[src/rtl/pipe_pkg.sv]
// Shared types and constants for the elastic pipeline-register chain.
`ifndef PIPE_PKG_SV
`define PIPE_PKG_SV

// One pipeline slot: a valid bit in front of a W-bit payload.
`define PIPE_STAGE_T(W) struct packed { logic valid; logic [(W)-1:0] data; }

package pipe_pkg;
    localparam int MAX_DEPTH = 64;
    localparam logic [MAX_DEPTH-1:0] FLUSH_NONE = '0;
    localparam logic [MAX_DEPTH-1:0] FLUSH_ALL  = '1;

    // Occupancy counts every stage plus the skid entry, so it must reach DEPTH+1.
    function automatic int occ_width(input int depth);
        return $clog2(depth + 2);
    endfunction
endpackage

`endif

[src/rtl/pipe_skid_buf.sv]
// One-entry input skid buffer; lets the chain present in_ready straight from a flop.
module pipe_skid_buf
    import pipe_pkg::*;
#(
    parameter int WIDTH = 32
) (
    input  logic             clk,
    input  logic             reset,
    input  logic             push_i,
    input  logic             pop_i,
    input  logic             kill_i,
    input  logic [WIDTH-1:0] data_i,
    output logic             full_o,
    output logic [WIDTH-1:0] data_o
);
    logic             full_q;
    logic             full_d;
    logic [WIDTH-1:0] data_q;

    always_comb begin
        full_d = full_q ? !pop_i : push_i;
        if (kill_i) begin
            full_d = 1'b0;
        end
    end

    always_ff @(posedge clk or negedge reset) begin
        if (!reset) begin
            full_q <= 1'b0;
            data_q <= '0;
        end else begin
            full_q <= full_d;
            if (push_i) begin
                data_q <= data_i;
            end
        end
    end

    assign full_o = full_q;
    assign data_o = data_q;
endmodule

[src/rtl/pipe_stage_chain.sv]
// Elastic, bubble-collapsing chain of DEPTH valid/data registers with selective
// flush, optional registered-ready skid entry, occupancy and drop statistics.
module pipe_stage_chain
    import pipe_pkg::*;
#(
    parameter int WIDTH     = 32,
    parameter int DEPTH     = 4,
    parameter bit REG_READY = 1'b0,
    parameter int CNT_W     = 16
) (
    input  logic                        clk,
    input  logic                        reset,
    input  logic                        in_valid,
    input  logic [WIDTH-1:0]            in_data,
    output logic                        in_ready,
    output logic                        out_valid,
    output logic [WIDTH-1:0]            out_data,
    input  logic                        out_ready,
    input  logic                        flush,
    input  logic [DEPTH-1:0]            flush_mask,
    output logic [occ_width(DEPTH)-1:0] occupancy,
    output logic [CNT_W-1:0]            drop_cnt
);
    localparam int OW = occ_width(DEPTH);
    typedef `PIPE_STAGE_T(WIDTH) stage_t;

    logic [DEPTH-1:0] v_q, v_d, v_nf, adv, kill;
    logic [WIDTH-1:0] d_q [DEPTH];
    logic [WIDTH-1:0] d_d [DEPTH];
    stage_t           src;
    logic             skid_full, skid_nf;
    logic [OW-1:0]    kill_n, occupancy_d, occupancy_q;
    logic [CNT_W:0]   drop_sum;
    logic [CNT_W-1:0] drop_cnt_d, drop_cnt_q;

    assign kill = flush ? flush_mask : FLUSH_NONE[DEPTH-1:0];

    // skid_nf is the skid occupancy the next edge would leave if nothing were flushed.
    generate
        if (REG_READY) begin : g_skid
            logic [WIDTH-1:0] skid_data;
            pipe_skid_buf #(.WIDTH(WIDTH)) u_skid (
                .clk    (clk),
                .reset  (reset),
                .push_i (in_valid && !skid_full && !adv[0]),
                .pop_i  (adv[0]),
                .kill_i (kill[0]),
                .data_i (in_data),
                .full_o (skid_full),
                .data_o (skid_data)
            );
            assign in_ready = !skid_full;
            assign skid_nf  = !adv[0] && (skid_full || in_valid);
            assign src      = skid_full ? {1'b1, skid_data} : {in_valid, in_data};
        end else begin : g_direct
            assign skid_full = 1'b0;
            assign skid_nf   = 1'b0;
            assign in_ready  = adv[0];
            assign src       = {in_valid, in_data};
        end
    endgenerate

    for (genvar gi = 0; gi < DEPTH; gi++) begin : g_stage
        stage_t up;
        if (gi == 0) begin : g_head
            assign up = src;
        end else begin : g_body
            assign up = {v_q[gi-1], d_q[gi-1]};
        end
        // A stage may load whenever any stage at or beyond it has room.
        assign adv[gi]  = out_ready || !(&v_q[DEPTH-1:gi]);
        assign v_nf[gi] = adv[gi] ? up.valid : v_q[gi];
        assign v_d[gi]  = v_nf[gi] && !kill[gi];
        assign d_d[gi]  = (adv[gi] && up.valid) ? up.data : d_q[gi];
    end

    // Every item that would survive the edge but sits in a killed slot is a drop.
    always_comb begin
        kill_n      = OW'(skid_nf && kill[0]);
        occupancy_d = OW'(skid_nf && !kill[0]);
        for (int i = 0; i < DEPTH; i++) begin
            kill_n      = kill_n + OW'(v_nf[i] && kill[i]);
            occupancy_d = occupancy_d + OW'(v_d[i]);
        end
        drop_sum   = {1'b0, drop_cnt_q} + (CNT_W+1)'(kill_n);
        drop_cnt_d = drop_sum[CNT_W] ? {CNT_W{1'b1}} : drop_sum[CNT_W-1:0];
    end

    always_ff @(posedge clk or negedge reset) begin
        if (!reset) begin
            v_q         <= '0;
            occupancy_q <= '0;
            drop_cnt_q  <= '0;
            for (int i = 0; i < DEPTH; i++) begin
                d_q[i] <= '0;
            end
        end else begin
            v_q         <= v_d;
            occupancy_q <= occupancy_d;
            drop_cnt_q  <= drop_cnt_d;
            for (int i = 0; i < DEPTH; i++) begin
                d_q[i] <= d_d[i];
            end
        end
    end

    assign out_valid = v_q[DEPTH-1];
    assign out_data  = d_q[DEPTH-1];
    assign occupancy = occupancy_q;
    assign drop_cnt  = drop_cnt_q;
endmodule

[config.mk]
export PLATFORM = sky130hd
export DESIGN_NAME = pipe_stage_chain
export DESIGN_NICKNAME = d
export VERILOG_FILES = /design/src/rtl/pipe_pkg.sv /design/src/rtl/pipe_skid_buf.sv /design/src/rtl/pipe_stage_chain.sv
export SDC_FILE = /design/constraint.sdc
export NUM_CORES = 1
export LEC_CHECK = 0
export ABC_CLOCK_PERIOD_IN_PS = 2900
export BUFFER_PORTS_ARGS = -buffer_cell sky130_fd_sc_hd__buf_2
export CORE_UTILIZATION = 35
export DETAILED_ROUTE_END_ITERATION = 10
export HOLD_SLACK_MARGIN = 0.08
export PLACE_DENSITY = 0.57
export SLEW_MARGIN = 10
export SYNTH_ARGS = -nofsm -noshare
export SYNTH_HDL_FRONTEND = slang
export SYNTH_SLANG_ARGS = --single-unit
export TNS_END_PERCENT = 5
[constraint.sdc]
create_clock -name clk -period 2.9 [get_ports clk]
set_clock_uncertainty 0.15 [all_clocks]
set_input_delay 0.29 -clock clk [delete_from_list [all_inputs] [get_ports clk]]
set_output_delay 0.29 -clock clk [all_outputs]
set_load 0.03 [all_outputs]
* Word level (Yosys, flattened, before mapping)
Cells that the tools add are included.
** Storage, ports and cells
- Register bits after elaboration :: 151
- Input port bits :: 41
- Output and inout port bits :: 53
** Operators by class
- $add $sub $neg :: 7
- Mux-type cells :: 6
- Reduce and logical (&&, ||, !) cells :: 27
** Operators with widths (count)
- adder 16 x 3 -> 17 bit :: 1
- two-way mux 16 bit :: 1
- logical AND 1 bit :: 12
- zero test 1 bit :: 8
- adder 2 x 1 -> 3 bit :: 2
- adder 3 x 1 -> 3 bit :: 2
- adder 1 x 1 -> 2 bit :: 2
- logical OR 1 bit :: 4
- two-way mux 1 bit :: 4
- two-way mux 4 bit :: 1
- AND reduction 4 bit :: 1
- AND reduction 3 bit :: 1
- AND reduction 2 bit :: 1

* Longest topological paths before layout
Gate-level depths: netlist (run 1).
- Depth after elaboration :: 10
- Depth in mapped cells :: 12
- Depth with buffers taken out :: 11

* Worst setup path before layout (run 1)
Ideal clock, no wire load.
- Path type :: register to register
- Start :: reg v_q[3]
- End :: reg drop_cnt_q[13], in the netlist drop_cnt[13]
- Setup time :: 69 ps
- Arrival time :: 3115 ps
- Required time :: 2681 ps
- Slack :: -434 ps
- Cell stages (with the launch flop) :: 13
- Buffers on the path :: 1
- Clock period less this slack :: 3334 ps
- Path through :: dfrtp_1 and4b_4 nor2_1 or2_1 fa_1 fa_1 inv_1 fa_1 nand3_2 nor4_4 nand3_2 buf_2 nand3_1
** Between the ends
- Word-level cells in the longest chain between the ends :: 10
- Elaborated cells between the ends (all ways) :: 24
** Ends and longest elaborated chain
- start: declaration :: line pipe_stage_chain.sv:27 : logic [DEPTH-1:0] v_q, v_d, v_nf, adv, kill;
- start signal: assignment :: line pipe_stage_chain.sv:98 : v_q <= v_d;
- AND reduction 4 bit / AND reduction 3 bit (equally long branches) :: line pipe_stage_chain.sv:71 : assign adv[gi] = out_ready || !(&v_q[DEPTH-1:gi]);
- zero test 1 bit :: line pipe_stage_chain.sv:71
- logical OR 1 bit :: line pipe_stage_chain.sv:71
- two-way mux 1 bit :: line pipe_stage_chain.sv:72 : assign v_nf[gi] = adv[gi] ? up.valid : v_q[gi];
- logical AND 1 bit :: line pipe_stage_chain.sv:82 : kill_n = kill_n + OW'(v_nf[i] && kill[i]);
- adder 1 x 1 -> 2 bit :: line pipe_stage_chain.sv:82
- adder 2 x 1 -> 3 bit :: line pipe_stage_chain.sv:82
- adder 3 x 1 -> 3 bit (*) :: line pipe_stage_chain.sv:82
- adder 16 x 3 -> 17 bit (*) :: line pipe_stage_chain.sv:85 : drop_sum = {1'b0, drop_cnt_q} + (CNT_W+1)'(kill_n);
- two-way mux 16 bit (*) :: line pipe_stage_chain.sv:86 : drop_cnt_d = drop_sum[CNT_W] ? {CNT_W{1'b1}} : drop_sum[CNT_W-1:0];
- via drop_cnt_d[13] :: line pipe_stage_chain.sv:34 : logic [CNT_W-1:0] drop_cnt_d, drop_cnt_q;
- end signal: assignment :: line pipe_stage_chain.sv:100 : drop_cnt_q <= drop_cnt_d;
- end: declaration :: line pipe_stage_chain.sv:34
The timed path passes the listed nets; every way through them passes the cells marked *.
A chain may end at the register's enable or synchronous reset.

* Worst setup path after layout (run 1)
- Start :: reg v_q[1]
- End :: reg drop_cnt_q[15], in the netlist drop_cnt[15]
** Between the ends
- Word-level cells in the longest chain between the ends :: 10
- Elaborated cells between the ends (all ways) :: 17
** Ends and longest elaborated chain (line)
- AND reduction 4 bit / AND reduction 3 bit (equally long branches) :: pipe_stage_chain.sv:71
- zero test 1 bit :: pipe_stage_chain.sv:71
- logical OR 1 bit :: pipe_stage_chain.sv:71
- two-way mux 1 bit :: pipe_stage_chain.sv:72
- logical AND 1 bit :: pipe_stage_chain.sv:82
- adder 1 x 1 -> 2 bit :: pipe_stage_chain.sv:82
- adder 2 x 1 -> 3 bit (*) :: pipe_stage_chain.sv:82
- adder 3 x 1 -> 3 bit (*) :: pipe_stage_chain.sv:82
- adder 16 x 3 -> 17 bit (*) :: pipe_stage_chain.sv:85
- two-way mux 16 bit (*) :: pipe_stage_chain.sv:86
- via drop_cnt_d[15] :: pipe_stage_chain.sv:34
Marked as above.

==> results of run 1 <==
-- through the flow --
stage | hold WS (ns) | instances | setup TNS (ns) | instance area, um2
after floorplan | -0.1556 | 424 | -1.172 | 6521
after global placement | 0.2381 | 719 | -2.459 | 7102
after detailed placement | 0.2460 | 719 | -2.850 | 7102
after CTS | 0.08764 | 786 | -0.2268 | 8033
after global routing | 0.1066 | 787 | -1.637 | 8051
final | 0.09747 | 787 | -0.009465 | 8051
-- cells in the final DEF (no fill, tap or decap), types with 4 or more instances in the layout --
| cell | synthesis | final |
|---|---|---|
| buf_12 | 0 | 4 |
| xnor2_1 | 4 | 4 |
| nor2_1 | 7 | 5 |
| dlygate4sd3_1 | 0 | 36 |
| buf_4 | 32 | 17 |
| clkbuf_16 | 0 | 17 |
| mux2_4 | 59 | 60 |
| dfrtp_1 | 151 | 150 |
| nand3_1 | 10 | 9 |
| mux2_1 | 70 | 69 |
| nand2_1 | 14 | 14 |
| inv_1 | 8 | 7 |
| o21ai_1 | 5 | 5 |
| buf_2 | 6 | 92 |
-- layer usage --
metal | track usage [%] | vias up | share of wire (%) | wire length [um]
li1 | - | 1677 | - | -
met1 | 18.13 | 1844 | 47 | 5615
met2 | 22.05 | 84 | 48 | 5728
met3 | 4.468 | 15 | 4.3 | 519
met4 | 5.204 | 0 | 1.4 | 166
met5 | 0 | - | 0 | 0
-- how the worst max path moves through the flow --
stage | slack (ns) | start | end | cells after the start
floorplan | -0.11 | v_q[3] | drop_cnt[13] | 12
global placement | -0.18 | out_ready | drop_cnt[12] | 12
detailed placement | -0.22 | out_ready | drop_cnt[12] | 12
CTS | -0.06 | v_q[3] | drop_cnt[12] | 11
global route | -0.14 | v_q[3] | drop_cnt[15] | 9
finish | -0.008 | v_q[1] | drop_cnt[15] | 12
-- tightest hold or removal path: stages --
cell,delay [ns]
buf_2,0.13
o21ai_1,0.14
inv_1,0.07
-- power groups by stage --
stage / sequential [W] / clock (W) / combinational, W
detailed placement: 0.00301 / 0 / 0.00168
floorplan: 0.00301 / 0 / 0.00144
finish: 0.00297 / 0.00210 / 0.00170
global route: 0.00305 / 0.00226 / 0.00183
global placement: 0.00299 / 0 / 0.00165
CTS: 0.00298 / 0.00217 / 0.00173
-- flip-flops by register name, summed over array words and instances, names as in the netlist --
name       cells
occupancy      3
drop_cnt      16
v_q            4
out_data      32
d_q           96
-- cell type report --
class / instances / area share [%]
Sequential cell: 151 / 46.95
Multi-Input combinational cell: 216 / 28.95
Timing Repair Buffer: 151 / 13.05
Clock buffer: 22 / 5.890
Tap cell: 229 / 3.559
Clock inverter: 9 / 1.150
Inverter: 9 / 0.4507
-- what timing repair did --
item,in CTS,in global routing
setup buffers,0,1
endpoints found under the hold margin,113,0
hold buffers,36,0
endpoints found under the setup margin,15,16
resized for setup,1,3
pin swaps,2,2
-- kinds of logic after synthesis --
family | Yosys count | synth area share [%]
AO/OA/AOI/OAI | 18 | 1.753
XOR/XNOR | 7 | 0.9441
adder cells (fa/ha/maj) | 7 | 1.811
buffers and inverters | 57 | 6.512
flip-flops | 151 | 58.19
multiplexers | 129 | 25.78
AND/OR/NAND/NOR | 55 | 5.010
==> summary.txt, run 1 <==
Timing
  • Final period utilization: 100.3%
  • Final setup violation count: 2
  • Max Clk Rate: 0.3439 GHz
  • Worst slew margin: a little under half
  • Worst-margin pin slew: slightly below 0.8 ns
  • Tmin final: between 2 and 3 ns
  • RSZ-0062 raised after global routing: true
  • Max-slew violations: 0
  • Setup slack after layout: -0.008086 ns
  • Final Hold Violating Endpoints: 0

Logic synthesis
  • Cell area after synthesis: ~6500 um2
  • Synth Register Bits: between 150 and 200
  • Post-synthesis sequential area ratio: between 50% and 60%
  • Synth top area share: between 50 and 60%
  • Share of synthesized flip-flops with an asynchronous set or reset: between 90% and 100%
  • Dominant cell type by area after synthesis: dfrtp_1
  • Synth Area per Inst: approximately 15 um2
  • Post-synth EDFFs: 0
  • Top cells by area, synth: dfrtp_1, mux2_4, mux2_1
  • Most frequent cell after synthesis: dfrtp_1
  • Synth warnings: 0
  • Gate Count Post-Synth: approximately 420
  • Distinct cells, synth: around 40
  • Ys flop type: dfrtp_1
  • Post-Syn Nets: approximately 470
  • Synth cell count leaders: dfrtp_1, mux2_1, mux2_4, buf_4, nand2_1

Route
  • Iter 0 DRT Violations: between 90 and 100
  • Drt wl/cell: about 15 um
  • Detailed-route vias per instance: 4.600
  • DR vias: about 3600
  • Final wirelength: 12030 um
  • First drt pass iteration count: 7
  • Final ANT Viol Nets: 0
  • Residual DRC: 8

Setup path
  • R2R Path End: drop_cnt[15]
  • Crit path required time: ~3 ns
  • CP Max Fanout: 3
  • FF-to-FF setup slack: -0.008 ns
  • Top delay family on crit path: adder cells
  • Critical-path top delay cell: fa_1
  • Critical Path AT: 3.07 ns
  • CP Capture Type: flip-flop
  • Worst flop-to-flop path startpoint: v_q[1]
  • Startpoint Class: flip-flop
  • Buffers and inverters on the worst path: 2
  • Path depth of the worst reg2reg path: 12
  • CP dominant cell by count: fa_2
  • Max incr delay on CP: 0.47 ns
  • Crit path cell chain: and4b_4 -> nor2_1 -> or2_1 -> fa_1 -> fa_2 -> inv_2 -> fa_2 -> nand3_4 -> nor4_4 -> nand3_2 -> buf_4 -> o311ai_1
  • Setup CP Type: reg2reg

Hold path
  • HP Class: in2reg
  • Hold Path Sink: v_q[0]
  • Hold wc startpoint: in_valid
  • Hold path cells: 3

Floorplan
  • Die area: 19100 um2
  • Initial Util: 35.90%
  • Rows: about 50
  • Top Ports: 94
  • Die width: roughly 140 um
  • Die height: around 140 um
  • Core area: 18090 um2

Power and ir drop
  • NetSw: roughly 0.0022 W
  • Internal: 0.004614 W
  • Clock power share: between 30% and 40%
  • Worst vdd ir: about 0.35 mV
  • Leakage power: around 3.9 nW
  • Total power: roughly 0.0068 W
  • Part of the power in combinational logic: approximately a quarter
  • Sw frac: between 30% and 40%
  • Cell Pwr Density: ~840 nW/um2
  • Share of power burned in registers: 43.8%

Clock tree
  • TritonCTS buffer count: 17
  • Clock latency at the later pin of the worst-skew pair: 0.42 ns
  • H-tree depth: 4
  • Root cell of the clock tree: clkbuf_16
  • Sink Count: approximately 150
  • Clock Tree Buf Depth: 2
  • Clock-pin slew on the worst setup and hold paths: around 0.06 ns
  • CTS tree: yes

Placed design
  • RePlAce Congestion: 0.8123
  • Dpl hpwl: 7933 um
  • Port Buf Inserts: slightly above 90
  • Pre-CTS WS: -0.2185 ns

Cells and area
  • Multi-input gate area: 2331 um2
  • Fin nets: 594
  • Fill cells: between 1500 and 2000
  • Share of cells above drive strength 1: slightly below 40%
  • ANT cells: 0
  • FF/Latch Area: between 3000 and 4000 um2
  • Layout Utilization: roughly 45%
  • Area Growth Syn to Fin: 23.99%

GRT
  • Vias in the first global route: about 3900
  • Largest net degree at the start of global routing: 83
  • GRT Util Overall: between 10% and 20%
  • Grt total ovfl: 0
  • Initial antenna violation count: 0
  • First-pass GRT wire length: 20650 um

Job
  • Max_cap viols: 0

Outcome
  • Violated checks: DRC, setup timing
  • Status: finished with violations
Note: power is estimated with default switching activity, not from simulation.
==> inputs of run 2 (changes only) <==
ABC_AREA = 1   (was default)
SLEW_MARGIN = default   (was 10)
==> summary.txt, run 2 <==
Outcome
  • Status: finished, final reports clean

Logic synthesis
  • Gate Count Post-Synth: 663 (+56%)
  • Top cells by area, synth: dfrtp_1, nand2_1, nand3_1
  • Synth Register Bits: 151 (unchanged)
  • Most frequent cell after synthesis: nand2_1
  • Post-Syn Nets: 711 (+51%)
  • Share of synthesized flip-flops with an asynchronous set or reset: 100.0% (unchanged)
  • Cell area after synthesis: 6470 um2 (-0.37%)
  • Dominant cell type by area after synthesis: dfrtp_1
  • Ys flop type: dfrtp_1
  • Post-synth EDFFs: 0 (unchanged)
  • Distinct cells, synth: 24 (-41%)
  • Synth cell count leaders: nand2_1, dfrtp_1, nand3_1, inv_1, buf_4
  • Post-synthesis sequential area ratio: 58.40% (+0.21 points)
  • Synth top area share: 58.40% (+0.21 points)
  • Synth Area per Inst: 9.759 um2 (-36%)
  • Synth warnings: 0 (unchanged)

Route
  • First drt pass iteration count: 4 (-3)
  • DR vias: 4613 (+27%)
  • Drt wl/cell: 13.86 um (-9.3%)
  • Final wirelength: 13920 um (+16%)
  • Residual DRC: 0 (-8)
  • Detailed-route vias per instance: 4.595 (-0.11%)
  • Iter 0 DRT Violations: 241 (+160%)
  • Final ANT Viol Nets: 0 (unchanged)

Clock tree
  • Post-CTS setup buffers: 0 (unchanged)
  • H-tree depth: 4 (unchanged)
  • Clock-pin slew on the worst setup and hold paths: 0.06 ns (about the same)
  • Sink Count: 151 (unchanged)
  • TritonCTS buffer count: 17 (unchanged)
  • Clock latency at the later pin of the worst-skew pair: 0.42 ns (about the same)
  • Root cell of the clock tree: clkbuf_16
  • CTS tree: yes
  • Clock Tree Buf Depth: 2 (unchanged)

Floorplan
  • Core area: 18020 um2 (-0.34%)
  • Die area: 19030 um2 (-0.36%)
  • Initial Util: 35.89% (about the same)
  • Die height: 138.0 um (-0.18%)
  • Top Ports: 94 (unchanged)
  • Rows: 49 (unchanged)
  • Die width: 138.0 um (-0.18%)

Hold path
  • Hold wc startpoint: flush
  • HP Class: in2reg

Setup path
  • Worst flop-to-flop path startpoint: v_q[3]
  • Crit path required time: 3.07 ns (about the same)
  • Setup CP Type: reg2reg
  • Crit path from: v_q[3]
  • CP Capture Type: flip-flop
  • CP Max Fanout: 6 (+3)
  • Critical Path AT: 2.89 ns (-0.18 ns)
  • Startpoint Class: flip-flop

Timing
  • Worst-margin pin slew: 0.5688 ns (-0.2159 ns)
  • Final hold slack: 0.09698 ns (-0.0004862 ns)
  • Max Clk Rate: 0.3668 GHz (+6.7%)
  • Final Hold Violating Endpoints: 0 (unchanged)
  • Max-slew violations: 0 (unchanged)
  • Setup slack after layout: 0.1735 ns (+0.1816 ns)
  • Final setup violation count: 0 (-2)
  • Tmin final: 2.726 ns (-0.1816 ns)
  • Final setup TNS: 0 ns (+0.009465 ns)
  • Final period utilization: 94.02% (-6.3 points)
  • Worst slew margin: 61.94% (+14 points)
  • RSZ-0062 raised after global routing: false

Cells and area
  • Fill cells: 1773 (+9.3%)
  • Share of cells above drive strength 1: 24.19% (-16 points)
  • Commonest non-fill, non-tap cells in the layout: nand2_1, dfrtp_1, buf_2
  • Biggest register: d_q
  • Area Growth Syn to Fin: 23.05%
  • Post-Layout Cell Count: 1004 (+28%)
  • Largest register FFs: 96 (unchanged)
  • Fin nets: 809 (+36%)
  • Most common cell after layout, fill and taps aside: nand2_1

Placed design
  • RePlAce Congestion: 0.7915 (-2.6%)
  • Dpl cells: 932 (+30%)
  • Pre-CTS WS: 0.01473 ns (+0.2333 ns)
  • Port Buf Inserts: 93 (unchanged)
  • Dpl hpwl: 8857 um (+12%)

Power and ir drop
  • Worst vdd ir: 0.5803 mV (+67%)
  • Total power: 0.006505 W (-3.9%)
  • Leakage power: 4.174 nW (+7.9%)
  • Cell Pwr Density: 817.1 nW/um2 (-2.8%)

GRT
  • GRT Util Overall: 15.70% (+1.7 points)
  • Largest net degree at the start of global routing: 62 (-25%)
  • Grt total ovfl: 0 (unchanged)
  • First-pass GRT wire length: 22570 um (+9.3%)
  • Vias in the first global route: 4386 (+12%)
  • Initial antenna violation count: 2 (+2)

Job
  • Max_cap viols: 0 (unchanged)
==> run 2: kinds of logic after synthesis <==
logic type,share of synthesized area (%)
multiplexers,5.570
buffers and inverters,9.457
XOR/XNOR,0.6768
AO/OA/AOI/OAI,2.862
flip-flops,58.40
adder cells (fa/ha/maj),1.818
AND/OR/NAND/NOR,21.21
==> run 2: power breakdown <==
group	total [W]	internal (W)	switching, W
Sequential	0.00279	0.00254	0.000250
Combinational	0.00143	0.000512	0.000916
Clock	0.00229	0.00142	0.000871
Total	0.00651	0.00447	0.00204
==> run 2: worst paths after layout <==
path / slack (ns) / end / cells past startpoint
max in group asynchronous: 1.75 / out_data[10] / 3
worst min register to register: 0.31 / d_q[52] / 2
worst max register to register: 0.17 / drop_cnt[8] / 13
min in group asynchronous: 0.11 / out_data[15] / 2
worst max-delay path: 0.17 / drop_cnt[8] / 13
worst min-delay path: 0.1 / v_q[3] / 4
==> run 2: area by class of cell <==
type / instances / area, um2 / area share (%)
Clock buffer: 20 / 466.7 / 5.862
Timing Repair Buffer: 144 / 974.7 / 12.24
Inverter: 41 / 153.9 / 1.933
Antenna cell: 2 / 5.005 / 0.06286
Tap cell: 229 / 286.5 / 3.599
Sequential cell: 151 / 3780 / 47.48
Clock inverter: 11 / 147.6 / 1.854
Multi-Input combinational cell: 406 / 2147 / 26.97
==> run 2: stage by stage <==
stage          cell area [um2]  utilization [%]
2_1_floorplan             6515                -
3_3_place_gp              6930            38.45
3_5_place_dp              6930            38.45
4_1_cts                   7925            43.97
5_1_grt                   7961            44.17
6_report                  7961            44.17
==> run 2: metal layers <==
layer  wire length (um)  share of wire (%)  up-vias  global-route usage (%)
met3                699                5.0       15                   3.692
li1                   -                  -     2299                       -
met2               6170                 44      112                   22.97
met5                  0                  0        -                       0
met1               6852                 49     2187                   22.29
met4                192                1.4        0                   6.341
==> run 2: worst max-delay path, cell delays in order, from the launching register on <==
cell and delay (ns):
dfrtp_2 0.42, nand2_2 0.07, nand2_2 0.05, nand2_1 0.09
nand3_1 0.10, fa_1 0.48, fa_2 0.35, inv_2 0.07
fa_2 0.20, nand2_2 0.09, nor2_4 0.22, nand2_1 0.10
xor2_1 0.17, nand2_1 0.06
==> run 2: repair_timing <==
item,CTS,global route
endpoints found under the setup margin,0,15
endpoints found under the hold margin,187,0
gates resized for setup,0,3
hold buffers,38,0
